$ cat config.mk
export PLATFORM = sky130hd
export DESIGN_NAME = mem_stage
export DESIGN_NICKNAME = d
export VERILOG_FILES = /design/src/rtl/mem_stage_pkg.sv /design/src/rtl/mem_stage_ld_ext.sv /design/src/rtl/mem_stage.sv
export SDC_FILE = /design/constraint.sdc
export NUM_CORES = 1
export LEC_CHECK = 0
export ABC_CLOCK_PERIOD_IN_PS = 5200
export CORE_MARGIN = 1
export CORE_UTILIZATION = 44
export DETAILED_ROUTE_END_ITERATION = 16
export GPL_ROUTABILITY_DRIVEN = 0
export GPL_TIMING_DRIVEN = 0
export PLACE_DENSITY = 0.82
export SLEW_MARGIN = 20
export SYNTH_ARGS = -nofsm -noshare
export SYNTH_HDL_FRONTEND = slang
export SYNTH_SLANG_ARGS = --single-unit
export TNS_END_PERCENT = 10
$ cat constraint.sdc
create_clock -name clk -period 5.2 [get_ports clk]
set_clock_uncertainty 0.1 [all_clocks]
set_input_delay 0.78 -clock clk [delete_from_list [all_inputs] [get_ports clk]]
set_output_delay 0.78 -clock clk [all_outputs]
set_load 0.005 [all_outputs]
$ cat src/rtl/mem_stage_pkg.sv
// Shared definitions for the RV32I MEM stage: widths, op codes, FSM states and
// small op-decoding helpers used by mem_stage and ld_ext.
package mem_stage_pkg;

  localparam int OP_LEN       = 5;
  localparam int ADDR_LEN     = 32;
  localparam int REG_LEN      = 32;
  localparam int REG_ADDR_LEN = 5;

  localparam logic [REG_LEN-1:0]      ZERO_WORD     = '0;
  localparam logic [REG_ADDR_LEN-1:0] REG_ADDR_ZERO = '0;

  typedef enum logic [OP_LEN-1:0] {
    OP_NOP  = 5'd0,
    OP_ADDI = 5'd1,
    OP_ADD  = 5'd2,
    OP_BEQ  = 5'd3,
    OP_LB   = 5'd8,
    OP_LH   = 5'd9,
    OP_LW   = 5'd10,
    OP_LBU  = 5'd11,
    OP_LHU  = 5'd12,
    OP_SB   = 5'd16,
    OP_SH   = 5'd17,
    OP_SW   = 5'd18
  } op_e;

  typedef enum logic [1:0] {
    MEM_IDLE = 2'd0,
    MEM_RD   = 2'd1,
    MEM_WR   = 2'd2,
    MEM_DONE = 2'd3
  } mem_state_e;

  function automatic logic is_load(input logic [OP_LEN-1:0] op);
    return (op == OP_LB) || (op == OP_LH) || (op == OP_LW) ||
           (op == OP_LBU) || (op == OP_LHU);
  endfunction

  function automatic logic is_store(input logic [OP_LEN-1:0] op);
    return (op == OP_SB) || (op == OP_SH) || (op == OP_SW);
  endfunction

  function automatic logic [2:0] byte_count(input logic [OP_LEN-1:0] op);
    case (op)
      OP_LH, OP_LHU, OP_SH: return 3'd2;
      OP_LW, OP_SW:         return 3'd4;
      default:              return 3'd1;
    endcase
  endfunction

  // Halfwords need bit 0 clear, words need bits 1:0 clear.
  function automatic logic is_misaligned(input logic [OP_LEN-1:0] op,
                                         input logic [1:0] addr_lo);
    case (op)
      OP_LH, OP_LHU, OP_SH: return addr_lo[0];
      OP_LW, OP_SW:         return addr_lo != 2'b00;
      default:              return 1'b0;
    endcase
  endfunction

endpackage

$ cat src/rtl/mem_stage_ld_ext.sv
// Load extension: turns the assembled little-endian bytes into the register
// value, sign-extending LB/LH and zero-extending LBU/LHU.
module ld_ext
  import mem_stage_pkg::*;
(
  input  logic [OP_LEN-1:0]  op,
  input  logic [REG_LEN-1:0] raw,
  output logic [REG_LEN-1:0] value
);

  always_comb begin
    case (op)
      OP_LB:   value = {{24{raw[7]}}, raw[7:0]};
      OP_LH:   value = {{16{raw[15]}}, raw[15:0]};
      OP_LBU:  value = {24'h0, raw[7:0]};
      OP_LHU:  value = {16'h0, raw[15:0]};
      default: value = raw;
    endcase
  end

endmodule

$ cat src/rtl/mem_stage.sv
// RV32I MEM stage: byte-serial loads/stores over a synchronous 8-bit RAM port.
// Define MEM_MISALIGN_CHK_EN to trap misaligned halfword/word accesses.
module mem_stage
  import mem_stage_pkg::*;
#(
  parameter int BYTE_W = 8,
  parameter int CNT_W  = 3
) (
  input  logic                    clk,
  input  logic                    rst,
  input  logic [OP_LEN-1:0]       op_i,
  input  logic [ADDR_LEN-1:0]     addr_i,
  input  logic [REG_LEN-1:0]      data_i,
  input  logic [REG_ADDR_LEN-1:0] rd_i,
  input  logic [BYTE_W-1:0]       mem_din,
  output logic [BYTE_W-1:0]       mem_dout,
  output logic [ADDR_LEN-1:0]     mem_a,
  output logic                    mem_wr,
  output logic                    mem_req,
  output logic [REG_LEN-1:0]      wb_data,
  output logic [REG_ADDR_LEN-1:0] wb_addr,
  output logic                    mem_stall,
  output logic                    misalign
);

  mem_state_e          state;
  logic [CNT_W-1:0]    cnt;
  logic [CNT_W-1:0]    cnt_m1;
  logic [CNT_W-1:0]    n_bytes;
  logic [REG_LEN-1:0]  ld_bytes;
  logic [REG_LEN-1:0]  ext_val;
  logic [ADDR_LEN-1:0] cnt_addr;
  logic                is_ld;
  logic                is_st;
  logic                mis_now;
  logic                misalign_q;

  assign is_ld    = is_load(op_i);
  assign is_st    = is_store(op_i);
  assign n_bytes  = CNT_W'(byte_count(op_i));
  assign cnt_m1   = cnt - CNT_W'(1);
  assign cnt_addr = addr_i + ADDR_LEN'(cnt);
  assign misalign = misalign_q;

`ifdef MEM_MISALIGN_CHK_EN
  assign mis_now = is_misaligned(op_i, addr_i[1:0]);
`else
  assign mis_now = 1'b0;
`endif

  ld_ext u_ld_ext (
    .op    (op_i),
    .raw   (ld_bytes),
    .value (ext_val)
  );

  always_ff @(posedge clk) begin
    if (rst) begin
      state      <= MEM_IDLE;
      cnt        <= '0;
      ld_bytes   <= '0;
      misalign_q <= 1'b0;
    end else begin
      case (state)
        MEM_IDLE: begin
          misalign_q <= 1'b0;
          if (is_ld || is_st) begin
            ld_bytes <= '0;
            if (mis_now) begin
              state      <= MEM_DONE;
              misalign_q <= 1'b1;
            end else if (is_ld) begin
              state <= MEM_RD;
              cnt   <= CNT_W'(1);
            end else if (n_bytes == CNT_W'(1)) begin
              state <= MEM_DONE;
            end else begin
              state <= MEM_WR;
              cnt   <= CNT_W'(1);
            end
          end
        end
        // Byte cnt-1 arrives now because its address went out last cycle.
        MEM_RD: begin
          ld_bytes[{cnt_m1[1:0], 3'b000} +: 8] <= mem_din;
          if (cnt < n_bytes) cnt <= cnt + CNT_W'(1);
          else               state <= MEM_DONE;
        end
        MEM_WR: begin
          if (cnt == n_bytes - CNT_W'(1)) state <= MEM_DONE;
          else                            cnt   <= cnt + CNT_W'(1);
        end
        MEM_DONE: begin
          state      <= MEM_IDLE;
          cnt        <= '0;
          misalign_q <= 1'b0;
        end
        default: state <= MEM_IDLE;
      endcase
    end
  end

  // The RAM samples address/write at the edge that ends each cycle, so the
  // port is driven combinationally from the current state and byte count.
  always_comb begin
    mem_a     = '0;
    mem_dout  = '0;
    mem_wr    = 1'b0;
    mem_req   = 1'b0;
    mem_stall = 1'b0;
    wb_data   = data_i;
    wb_addr   = REG_ADDR_ZERO;
    case (state)
      MEM_IDLE: begin
        if (is_ld || is_st) begin
          mem_stall = 1'b1;
          if (!mis_now) begin
            mem_req = 1'b1;
            mem_a   = addr_i;
            if (is_st) begin
              mem_wr   = 1'b1;
              mem_dout = data_i[7:0];
            end
          end
        end else begin
          wb_addr = rd_i;
        end
      end
      MEM_RD: begin
        mem_req   = 1'b1;
        mem_stall = 1'b1;
        if (cnt < n_bytes) mem_a = cnt_addr;
      end
      MEM_WR: begin
        mem_req   = 1'b1;
        mem_stall = 1'b1;
        mem_wr    = 1'b1;
        mem_a     = cnt_addr;
        mem_dout  = data_i[{cnt[1:0], 3'b000} +: 8];
      end
      MEM_DONE: begin
        mem_req = !misalign_q;
        if (misalign_q) begin
          wb_data = ZERO_WORD;
        end else if (is_ld) begin
          wb_data = ext_val;
          wb_addr = rd_i;
        end
      end
      default: ;
    endcase
    // Reset kills any write in flight so an aborted store leaves only the
    // bytes already committed.
    if (rst) begin
      mem_a     = '0;
      mem_dout  = '0;
      mem_wr    = 1'b0;
      mem_req   = 1'b0;
      mem_stall = 1'b0;
    end
  end

endmodule

==> impl_metrics.tcl, run 1 <==
set metrics [dict create \
    final_cells 860 \
    ant_nets 0 \
    final_nets 852 \
    antenna_found_initial 0 \
    slew_headroom 0.3026 \
    syn_to_final_growth_pct 51.33 \
    track_usage 0.3270 \
    r2r-end "ld_bytes[10]" \
    outcome "finished clean" \
    async_reset_ff_frac 0 \
    critPathKind "primary input to primary output" \
    synthSimpleGateAreaFrac 0.3184 \
    placed_area_um2 5718 \
    r2r-start "cnt[0]" \
    worstPathMaxFanout 10 \
    path_depth 13 \
    post-route-period-util 0.9823 \
    finalSetupViolCount 0 \
    synth.net_count 676 \
    yosysUniqueCellTypes 62 \
    fp.dieArea_um2 9387 \
    worstSetupStartpoint "op_i[1]" \
    wire_per_inst_um 18.49 \
    synth_cells 575 \
    hp-class "register to register" \
    syn_area_um2 3961 \
    io-pin-count 165 \
    cp.arrival_ns 4.23 \
    die-height_um 96.89 \
    max_freq_ghz 0.1958 \
    r2r_setup_slack_ns 2.31 \
    cpMaxStageDelayCell "clkdlybuf4s50_1" \
    h-tree-depth 2 \
    synth_top_family_by_area "simple AND/OR/NAND/NOR gates" \
    critPathTopFamily "buffers and inverters" \
    hold_viol 0 \
    clock_sink_count 37 \
    tns_ns 0 \
    crit_path_end_kind "primary output" \
    drive_gt1_frac 0.09441 \
    crit_path_start_kind "primary input" \
    initialDrtViolationCount 637 \
    grt_use_met3 0.05275 \
    cts_root_buffer "clkbuf_8" \
    met2_usage 0.5634 \
    wl_um 15900 \
    final_common_cell "clkdlybuf4s50_1" \
    slew_violations 0 \
    pwr_density_cell_nw_per_um2 275.6 \
    core-area_um2 8721 \
    nFillCells 724 \
    synth_flop_cell "dfxtp_1" \
    area.sequential_um2 740.7 \
    final_cell_area_um2 5995 \
    power_leakage_nw 2.074 \
    cpMostUsedCell "clkdlybuf4s50_1" \
    start_util 0.4542 \
    grt_max_degree 14 \
    fin_util 0.6874 \
    fin_crit_ns 5.108 \
    syn_avg_cell_area_um2 6.889 \
    placed_cells 845 \
    clk_latency_ns 0.30 \
    cp_cell_sequence "clkdlybuf4s50_1 -> buf_6 -> buf_4 -> o32ai_4 -> inv_1 -> ha_1 -> nor2b_1 -> or3b_4 -> nand2_1 -> clkbuf_4 -> a21oi_1 -> a211oi_1 -> clkdlybuf4s50_1" \
    max_stage_delay_ns 0.60 \
    r2r.worst_path.cells 8 \
    path_buf_inv 6 \
    drv_cap 0 \
    grt_pass1_wl_um 25540 \
    num_vias 5435 \
    crit_required_ns 4.32 \
    synth_xor_area_frac 0.008844 \
    synth_edf_count 0 \
    grt_pass1_vias 5169 \
    cts_hold_buf 0 \
    dieWidth_um 96.89 \
    num_antenna_cells 0 \
    synth_warnings 0 \
    clock_path_buffers 2 \
    cp-endpoint "mem_a[3]" \
    rows 34 \
    muxShareOfSynthArea 0.07581 \
    cts_tree "yes" \
    busiest_layer "met2" \
    yosys.area_share.adder 0.05559 \
    ir_worst_vdd_v 0.0001937 \
    numCtsBuffers 5 \
    gr-total-overflow 0 \
    synth-compound-area-share 0.2960 \
    synth_seq_cells 37 \
    grtUsageMet1 0.4088 \
    path_clk_slew_ns 0.08 \
    final_cell_mix "159 x clkdlybuf4s50_1, 84 x nand2_1, 77 x a21oi_1, 54 x nor2_1, 49 x nand3_1" \
    worst_slew_pin_slew_ns 1.030 \
    firstDrtPassIters 9 \
    drc 0 \
    dpl.hpwl_um 12070 \
    multi_input_area_um2 3062 \
    viasPerCell 6.320 \
    port_buffers 162 \
    yosysSeqAreaShare 0.1870 \
]
[cell type report]
class,instances,area share
plain buffers,38,0.03340
clock buffers,5,0.01148
clock inverters,3,0.007723
inverters,14,0.008766
multi-input cells,485,0.5107
flip-flops and latches,37,0.1236
well taps,108,0.02254
repair buffers,170,0.2818
[through the flow]
step / setup slack (ns) / power [W] / hold slack [ns]
after global placement: -0.3046 / 0.001306 / 0.3365
after floorplan: 0.9063 / 0.0009162 / 0.3284
after global routing: -0.05259 / 0.001745 / 0.3835
after CTS: 0.001732 / 0.001599 / 0.3571
after detailed placement: -0.3838 / 0.001334 / 0.3455
final: 0.09191 / 0.001652 / 0.3564
[state kept, by name (all words and copies together), names as in the netlist]
signal    flops
cnt           3
state         2
ld_bytes     32
[how the worst min path moves through the flow]
stage                             from            to  cells after the start
after floorplan            ld_bytes[0]   ld_bytes[0]                      2
after global placement     ld_bytes[6]   ld_bytes[6]                      2
after detailed placement   ld_bytes[2]   ld_bytes[2]                      2
after CTS                  ld_bytes[2]   ld_bytes[2]                      2
after global routing       ld_bytes[6]   ld_bytes[6]                      2
final                     ld_bytes[22]  ld_bytes[22]                      2
[cells by family after synthesis]
logic type               Yosys count
adder cells (fa/ha/maj)           17
AO/OA/AOI/OAI                    182
AND/OR/NAND/NOR                  262
flip-flops                        37
XOR/XNOR                           4
buffers and inverters             53
other                              1
multiplexers                      19
[synthesized netlist by cell type, types with 4 or more instances]
cell type / count / area share
a31oi_1: 19 / 0.030
mux4_2: 8 / 0.045
mux2_2: 8 / 0.023
o311ai_1: 4 / 0.0088
or3_1: 4 / 0.0063
nor2b_1: 6 / 0.0095
a311oi_1: 7 / 0.015
nand4_1: 10 / 0.016
nand2_1: 84 / 0.080
clkbuf_1: 25 / 0.024
a211oi_1: 6 / 0.011
o21ai_0: 17 / 0.021
o311a_1: 4 / 0.010
a22oi_1: 10 / 0.019
inv_1: 14 / 0.013
ha_1: 16 / 0.051
a21oi_1: 77 / 0.097
a41oi_1: 9 / 0.020
nor2_1: 54 / 0.051
nor3_1: 8 / 0.010
and3_1: 5 / 0.0079
buf_2: 8 / 0.010
dfxtp_1: 37 / 0.19
or2_2: 4 / 0.0063
o211ai_1: 4 / 0.0076
nand2b_1: 7 / 0.011
nand3_1: 49 / 0.062
and2_1: 11 / 0.017
[metal layers]
metal,vias to the layer above,routed length [µm]
li1,2491,-
met1,2514,6159
met2,377,7719
met3,53,1575
met4,0,445
met5,-,0
[power by group]
part / switching [W] / total [W] / internal, W / leakage (nW)
Sequential: 0.0000148 / 0.000312 / 0.000297 / 0.299
Clock: 0.000120 / 0.000264 / 0.000144 / 0.0543
Combinational: 0.000582 / 0.00108 / 0.000494 / 1.72
[worst min-delay path, stage by stage (launching register included)]
cell	delay, ns
dfxtp_1	0.32
nand2_1	0.05
a21oi_1	0.05
[what timing repair did]
| action | CTS | global route |
|---|---|---|
| resized for setup | 10 | 14 |
| pin swaps | 0 | 2 |
| setup endpoints to repair | 31 | 30 |
| cloned | 0 | 0 |
| setup buffers | 1 | 7 |
Power figures use the tool's default switching activity.
==> run 2, diff against run 1 <==
- SKIP_CTS_REPAIR_TIMING: default -> 1
==> run 2 against run 1 <==
- combinational power about the same
- first-iteration DRC count decreased by 1.4%
- register-to-register slack about the same
- critical endpoint is now mem_a[27]
- largest power group unchanged
==> impl_metrics.tcl, run 2 (synthesis gave the netlist of run 1 again) <==
set metrics [dict create \
    dieWidth_um 96.89 \
    ant_nets 0 \
    post-route-period-util 0.9776 \
    pwr-share-clk 0.161 \
    hold_viol 0 \
    final_common_cell "clkdlybuf4s50_1" \
    start_util 0.4542 \
    pwr_density_cell_nw_per_um2 276.9 \
    pwr-share-comb 0.649 \
    cts_root_buffer "clkbuf_8" \
    power_leakage_nw 2.037 \
    slew_headroom 0.2152 \
    numCtsBuffers 5 \
    finalSetupViolCount 0 \
    num_antenna_cells 0 \
    cts_tree "yes" \
    slew_violations 0 \
    viasPerCell 6.344 \
    antenna_found_initial 0 \
    largest_reg_flops 32 \
    ir_worst_vdd_v 0.0001935 \
    grt_pass1_vias 5143 \
    crit_required_ns 4.32 \
    p_total_w 0.001643 \
    die-height_um 96.89 \
    fin_util 0.6805 \
    fin_crit_ns 5.084 \
    internal-power_w 0.0009273 \
    grt_max_degree 14 \
    timing.final.ws_setup_ns 0.1165 \
    final_cell_mix "159 x clkdlybuf4s50_1, 84 x nand2_1, 77 x a21oi_1, 54 x nor2_1, 49 x nand3_1" \
    track_usage 0.3238 \
    place_ws_ns -0.3838 \
    crit_path_start_kind "primary input" \
    clk_latency_ns 0.30 \
    firstDrtPassIters 6 \
    dpl.hpwl_um 12070 \
    critPathKind "primary input to primary output" \
    max_freq_ghz 0.1967 \
    p_sw_w 0.0007160 \
    cp.arrival_ns 4.20 \
    drive_gt1_frac 0.08579 \
    rows 34 \
    worst_slew_pin_slew_ns 1.159 \
    wl_um 15810 \
    core-area_um2 8721 \
    clock_sink_count 37 \
    switching_share 0.4357 \
    h-tree-depth 2 \
    io-pin-count 165 \
    crit_path_end_kind "primary output" \
    hp-class "register to register" \
    reg_top3 "ld_bytes (32), cnt (3), state (2)" \
    fp.dieArea_um2 9387 \
    worstPathMaxFanout 10 \
    clock_path_buffers 2 \
    final_nets 846 \
    outcome "finished clean" \
    seq_power_share 0.190 \
    gr-total-overflow 0 \
    grt_pass1_wl_um 25320 \
    num_vias 5418 \
    largest_register "ld_bytes" \
    path_clk_slew_ns 0.08 \
    initialDrtViolationCount 628 \
    drc 0 \
    syn_to_final_growth_pct 49.81 \
    wire_per_inst_um 18.52 \
    drv_cap 0 \
    port_buffers 162 \
]
-- run 2: worst max-delay path, cell delays in order --
cell and delay (ns):
clkdlybuf4s50_1 0.49, buf_6 0.16, nor3b_4 0.24, and2_4 0.20
inv_1 0.04, ha_1 0.21, and2b_1 0.23, or3b_4 0.43
a21o_1 0.20, buf_6 0.15, or4_1 0.50, nand3_1 0.09
clkdlybuf4s50_1 0.49
-- run 2: power groups by stage --
stage | Combinational [W] | Sequential (W) | Clock, W
final | 0.00107 | 0.000312 | 0.000265
after global routing | 0.00115 | 0.000314 | 0.000271
after CTS | 0.00102 | 0.000312 | 0.000259
after detailed placement | 0.00102 | 0.000318 | 0
after global placement | 0.000988 | 0.000318 | 0
after floorplan | 0.000603 | 0.000314 | 0
-- run 2: final cells by class --
class                      instances  area [µm²]
multi-input combinational        485        3049
fill                             731        2786
timing repair buffer             164        1644
sequential                        37       740.7
buffer                            38       197.7
tap                              108       135.1
clock buffer                       5       68.82
inverter                          14       52.55
clock inverter                     3       46.29
-- run 2: through the flow --
stage	TNS [ns]	area (µm²)	cells	hold slack, ns
floorplan	0	3961	575	0.3284
global placement	-6.152	5718	845	0.3365
detailed placement	-8.508	5718	845	0.3455
CTS	-9.079	5833	853	0.3571
global route	-0.01831	5934	854	0.3835
finish	0	5934	854	0.3580
-- run 2: worst paths after layout --
check / from / endpoint / slack (ns) / depth (start not counted)
max: op_i[1] / mem_a[27] / 0.12 / 13
max reg2reg: cnt[0] / ld_bytes[10] / 2.32 / 8
min: ld_bytes[22] / ld_bytes[22] / 0.36 / 2
min reg2reg: ld_bytes[22] / ld_bytes[22] / 0.36 / 2
-- run 2: metal layers --
metal | up-vias | routed length, µm | track usage
li1 | 2475 | - | -
met1 | 2496 | 5982 | 0.4065
met2 | 393 | 7694 | 0.5515
met3 | 54 | 1660 | 0.05419
met4 | 0 | 476 | 0.1251
met5 | - | 0 | 0
